[config.mk]
export PLATFORM = sky130hd
export DESIGN_NAME = fetch_prefetch_queue
export DESIGN_NICKNAME = d
export VERILOG_FILES = /design/src/rtl/fetch_prefetch_queue.sv
export SDC_FILE = /design/constraint.sdc
export NUM_CORES = 1
export LEC_CHECK = 0
export BUFFER_PORTS_ARGS = -buffer_cell sky130_fd_sc_hd__buf_2
export CELL_PAD_IN_SITES_DETAIL_PLACEMENT = 1
export CELL_PAD_IN_SITES_GLOBAL_PLACEMENT = 2
export CORE_UTILIZATION = 39
export DETAILED_ROUTE_END_ITERATION = 16
export PLACE_DENSITY = 0.86
export SYNTH_ARGS = -nofsm -noshare
export SYNTH_HDL_FRONTEND = slang
export SYNTH_SLANG_ARGS = --single-unit
[constraint.sdc]
create_clock -name clk_i -period 4.05 [get_ports clk_i]
set_input_delay 0.405 -clock clk_i [delete_from_list [all_inputs] [get_ports clk_i]]
set_output_delay 0.405 -clock clk_i [all_outputs]
set_load 0.1 [all_outputs]
[src/rtl/fetch_prefetch_queue.sv]
// fetch_prefetch_queue: instruction-fetch front end of the RV32 pipeline.
// Owns the fetch PC, issues req/gnt/rvalid requests to instruction memory,
// buffers returned words with their PCs in an in-order prefetch queue and
// presents the head to the fetch/decode register. Redirects come from
// execute and stalls come from decode.
//
// Memory handshake: a request transfers when imem_req_o && imem_gnt_i are both
// high in the same cycle. Each granted request gets exactly one imem_rvalid_i
// pulse, in order, at least one cycle later. While imem_req_o is high and not
// granted, imem_addr_o holds steady.
//
// Optional feature: define FETCH_PERF_CNT_EN to build the fetch-starved cycle
// counter on perf_stall_cnt_o. Otherwise that output is tied to zero.
module fetch_prefetch_queue #(
  parameter logic [31:0] RESET_PC        = 32'h0000_0000,
  parameter int          DEPTH           = 4,
  parameter int          MAX_OUTSTANDING = 2
) (
  input  logic        clk_i,
  input  logic        reset_i,
  input  logic        pc_select_i,
  input  logic [31:0] pc_branch_i,
  input  logic        stall_i,
  output logic        imem_req_o,
  output logic [31:0] imem_addr_o,
  input  logic        imem_gnt_i,
  input  logic        imem_rvalid_i,
  input  logic [31:0] imem_rdata_i,
  output logic [31:0] instruction_o,
  output logic [31:0] pc_o,
  output logic [31:0] pc_src_o,
  output logic        valid_o,
  output logic [31:0] perf_stall_cnt_o
);

  localparam logic [31:0] NOP = 32'h0000_0013;
  localparam int AW = (DEPTH > 1) ? $clog2(DEPTH) : 1;
  localparam int CW = AW + 1;
  localparam logic [CW:0]   DEPTH_W = (CW + 1)'(DEPTH);
  localparam logic [CW-1:0] DEPTH_C = CW'(DEPTH);
  localparam logic [CW-1:0] MAX_C   = CW'(MAX_OUTSTANDING);

  logic [31:0]   fetch_pc;
  logic [31:0]   resp_pc;
  logic [31:0]   q_pc    [DEPTH];
  logic [31:0]   q_instr [DEPTH];
  logic [AW-1:0] rd_ptr;
  logic [AW-1:0] wr_ptr;
  logic [CW-1:0] count;
  logic [CW-1:0] outstanding;
  logic [CW-1:0] discard;

  logic        credit;
  logic        grant;
  logic        push;
  logic        pop;
  logic [31:0] target;
  logic        unused_target_bits;

  // Redirect targets are forced word aligned; the low bits are ignored.
  assign target             = {pc_branch_i[31:2], 2'b00};
  assign unused_target_bits = ^pc_branch_i[1:0];

  // Credit reserves a queue slot for every in-flight request, so a response
  // always has room even if decode stalls for a long time.
  assign credit = (({1'b0, count} + {1'b0, outstanding}) < DEPTH_W) &&
                  (outstanding < MAX_C);

  assign imem_req_o  = credit && !pc_select_i && !reset_i;
  assign imem_addr_o = fetch_pc;
  assign grant       = imem_req_o && imem_gnt_i;

  // Responses owed to a pre-redirect request are consumed by the discard count.
  assign push = imem_rvalid_i && (discard == '0) && !pc_select_i;

  // Head presentation is decoded from registered state only.
  assign valid_o       = (count != '0);
  assign instruction_o = valid_o ? q_instr[rd_ptr] : NOP;
  assign pc_o          = valid_o ? q_pc[rd_ptr] : resp_pc;
  assign pc_src_o      = pc_o + 32'd4;

  // A redirect voids the pop of its cycle because the queue is flushed anyway.
  assign pop = valid_o && !stall_i && !pc_select_i;

  // Control state: PCs, queue pointers/occupancy and in-flight bookkeeping.
  always_ff @(posedge clk_i) begin
    if (reset_i) begin
      fetch_pc    <= RESET_PC;
      resp_pc     <= RESET_PC;
      rd_ptr      <= '0;
      wr_ptr      <= '0;
      count       <= '0;
      outstanding <= '0;
      discard     <= '0;
    end else if (pc_select_i) begin
      fetch_pc    <= target;
      resp_pc     <= target;
      rd_ptr      <= '0;
      wr_ptr      <= '0;
      count       <= '0;
      // Every request still in flight returns a word that must be dropped,
      // except one arriving right now, which is dropped in this cycle.
      outstanding <= outstanding - CW'(imem_rvalid_i);
      discard     <= outstanding - CW'(imem_rvalid_i);
    end else begin
      if (grant) begin
        fetch_pc <= fetch_pc + 32'd4;
      end
      if (push) begin
        resp_pc <= resp_pc + 32'd4;
        wr_ptr  <= wr_ptr + AW'(1);
      end
      if (pop) begin
        rd_ptr <= rd_ptr + AW'(1);
      end
      count       <= count + CW'(push) - CW'(pop);
      outstanding <= outstanding + CW'(grant) - CW'(imem_rvalid_i);
      if (imem_rvalid_i && (discard != '0)) begin
        discard <= discard - CW'(1);
      end
    end
  end

  // Queue storage: write the returning word and its PC at the tail.
  always_ff @(posedge clk_i) begin
    if (push && !reset_i) begin
      q_pc[wr_ptr]    <= resp_pc;
      q_instr[wr_ptr] <= imem_rdata_i;
    end
    assert (reset_i || !(push && (count == DEPTH_C) && !pop));
  end

`ifdef FETCH_PERF_CNT_EN
  logic [31:0] perf_cnt;

  // Count cycles where decode is ready but fetch has nothing to offer.
  always_ff @(posedge clk_i) begin
    if (reset_i) begin
      perf_cnt <= '0;
    end else if (!valid_o && !stall_i && (perf_cnt != 32'hFFFF_FFFF)) begin
      perf_cnt <= perf_cnt + 32'd1;
    end
  end

  assign perf_stall_cnt_o = perf_cnt;
`else
  assign perf_stall_cnt_o = 32'h0;
`endif

endmodule

==> results.cfg <==
[die]
core-area_um2 = 36900
ioPinCount = 232
dieArea_um2 = 38400
start_util = 0.398
placementRows = 70
die_x_um = 196
die_y_um = 196

[sta]
fmax_mhz = 260
hold_viol = 0
max-slew-margin-rel = 0.290
tns_ns = 0
worstMarginPinSlew_ns = 1.06
holdWs_ns = 0.0966
fin_ws_ns = 0.209
maxSlewViolCount = 0
skew_ns = 0.0232
setup_viol = 0
period_share = 0.948
fin_crit_ns = 3.84
rsz0062_at_grt = no

[global_routing]
busiest_layer = met2
grt_first_pass_wirelength_um = 61500
grt_antenna_before_repair = 0
use_met2 = 0.346
use_met3 = 0.0352
grt_max_degree = 64
grt_pass1_vias = 10400
grt_overflow_total = 0
use_met1 = 0.284
grt_usage = 0.209

[route]
viasPerCell = 5.34
drt_iter0_drc = 610
wire_per_inst_um = 21.3
detail-route-antenna-nets = 0
dr_total_vias = 9933
first_pass_iters = 5
drc = 0
routed_wl_um = 39700

[critical_path]
critPathMaxFanout = 26
cpPeakStageDelay_ns = 0.62
path_cells = nor3_4 > buf_4 > nand4_1 > a222oi_1 > nand2_2 > nor3_1 > xor2_2 > buf_12
cp-end-kind = output port
crit_required_ns = 3.64
critPathLaunchType = register
arrival_ns = 3.44
worst-setup-path-type = reg2out
cp_slowest_cell = a222oi_1

[logic_synthesis]
yosysWarningCount = 0
yosysTopAreaCell = edfxtp_1
syn_area_um2 = 14700
ys.flop_type = edfxtp_1
synth_top_area_share = 0.507
synthCells = 1125
synth-edff-count = 248
synth_area_leaders = edfxtp_1 (51%), dfxtp_1 (10%), mux4_2 (7.5%)
ys_seq_elements = 323
syn_avg_cell_area_um2 = 13.1
netlist-cell-type-count = 59
synthArstFlopShare = 0
seq_area_frac_synth = 0.609

[pwr]
p_int_mw = 6.07
pwr-share-seq = 0.427
pwr-share-clk = 0.383
cellPowerDensity_nw_per_um2 = 477
pwr-share-comb = 0.190
leakage_nw = 6.79
ir_drop_uv = 300
p_total_mw = 8.73
swShare = 0.304
p_switching_mw = 2.65

[layout]
nNetsFinal = 1418
multi_input_area_um2 = 5670
diodes = 0
final_common_cell = edfxtp_1
drive_above_1_share = 0.280
final_cell_mix = edfxtp_1 (248), buf_2 (156), nand2_1 (144)
final_core_util = 0.497
final-seq-area_um2 = 8960
fillers = 3745
area_growth_pct = 24.7

[clocking]
h-tree-depth = 2
clock_sinks = 323
cts_tree = yes
clock_latency_ns = 0.52
clk_path_buf_depth = 3
cts_made_buffers = 37
postCtsSetupBuffers = 0
clkTransAtPathRegs_ns = 0.06
ctsRootBufferMaster = clkbuf_16

[job]
maxCapViolations = 0

[placement]
place.gp.congestion = 0.773
pre_cts_slack_ns = 0.494
io_buffers = 191
place_hpwl_um = 26800

[run_status]
outcome = complete, no violations

[worst_hold_path]
hp-class = in2reg
[power by group through the flow]
stage / Sequential, mW / Combinational [mW] / Clock [mW]
floorplan: 3.90 / 1.14 / 0
global placement: 3.79 / 1.64 / 0
detailed placement: 3.80 / 1.66 / 0
CTS: 3.73 / 1.67 / 3.43
global route: 3.74 / 1.73 / 3.54
finish: 3.73 / 1.66 / 3.34
[what timing repair did]
| action | in CTS | in global routing |
|---|---|---|
| cloned | 0 | 0 |
| resized for setup | 2 | 1 |
| hold buffers | 0 | 0 |
| endpoints found under the setup margin | 2 | 5 |
[Yosys cell counts (20+ instances only)]
| cell | instances |
|---|---|
| buf_4 | 38 |
| nand4_1 | 25 |
| and3_1 | 20 |
| nor2_1 | 73 |
| edfxtp_1 | 248 |
| nand3_1 | 42 |
| inv_1 | 27 |
| xnor2_1 | 40 |
| dfxtp_1 | 75 |
| and2_1 | 37 |
| xor2_1 | 28 |
| o21ai_0 | 21 |
| nand2_1 | 147 |
| clkbuf_1 | 39 |
| a21oi_1 | 36 |
| mux4_2 | 49 |
[layout make-up]
type | count | area share
timing repair buffer | 222 | 0.0943
sequential | 323 | 0.489
clock inverter | 15 | 0.00991
tap | 504 | 0.0344
multi-input combinational | 715 | 0.310
inverter | 29 | 0.00628
clock buffer | 52 | 0.0564
[state kept, by name (all words and copies together) (netlist names), named ones only]
| signal | flops |
|---|---|
| count | 3 |
| discard | 3 |
| imem_addr_o | 30 |
| outstanding | 3 |
| q_instr | 128 |
| q_pc | 120 |
| rd_ptr | 2 |
| resp_pc | 30 |
| wr_ptr | 2 |
[worst max-delay path: cells and delay by family (launching register included)]
family,cells,cell delay (ns)
AND/OR/NAND/NOR,4,1.17
AO/OA/AOI/OAI,1,0.62
buffers and inverters,2,0.58
flip-flops,1,0.34
XOR/XNOR,1,0.21
[cells by family after synthesis]
kind of cell | count (synthesis) | synth area share
AND/OR/NAND/NOR | 396 | 0.129
flip-flops | 323 | 0.609
buffers and inverters | 124 | 0.0444
AO/OA/AOI/OAI | 120 | 0.0522
multiplexers | 73 | 0.106
XOR/XNOR | 68 | 0.0406
adder cells (fa/ha/maj) | 20 | 0.0181
other | 1 | 0.000255
[metrics by stage]
| stage | std cells | area (um2) |
|---|---|---|
| 2_1_floorplan | 1162 | 15300 |
| 3_3_place_gp | 1793 | 17100 |
| 3_5_place_dp | 1793 | 17100 |
| 4_1_cts | 1860 | 18300 |
| 5_1_grt | 1860 | 18300 |
| 6_report | 1860 | 18300 |
[path summary, 6_finish.rpt]
check        slack [ns]  cells past startpoint             end             start
max                0.21                      8    pc_src_o[31]          count[2]
max reg2reg        1.11                     12  outstanding[2]          count[2]
min                 0.1                      1  q_instr[3][11]  imem_rdata_i[11]
min reg2reg        0.51                      2       wr_ptr[1]         wr_ptr[1]
[routing by layer]
| layer | routed length (um) | share of wire | vias up |
|---|---|---|---|
| met5 | 0 | 0 | - |
| met4 | 784 | 0.020 | 0 |
| met3 | 2420 | 0.061 | 60 |
| met2 | 19200 | 0.48 | 325 |
| met1 | 17300 | 0.44 | 5037 |
| li1 | - | - | 4511 |
Note: power is estimated with default switching activity, not from simulation.
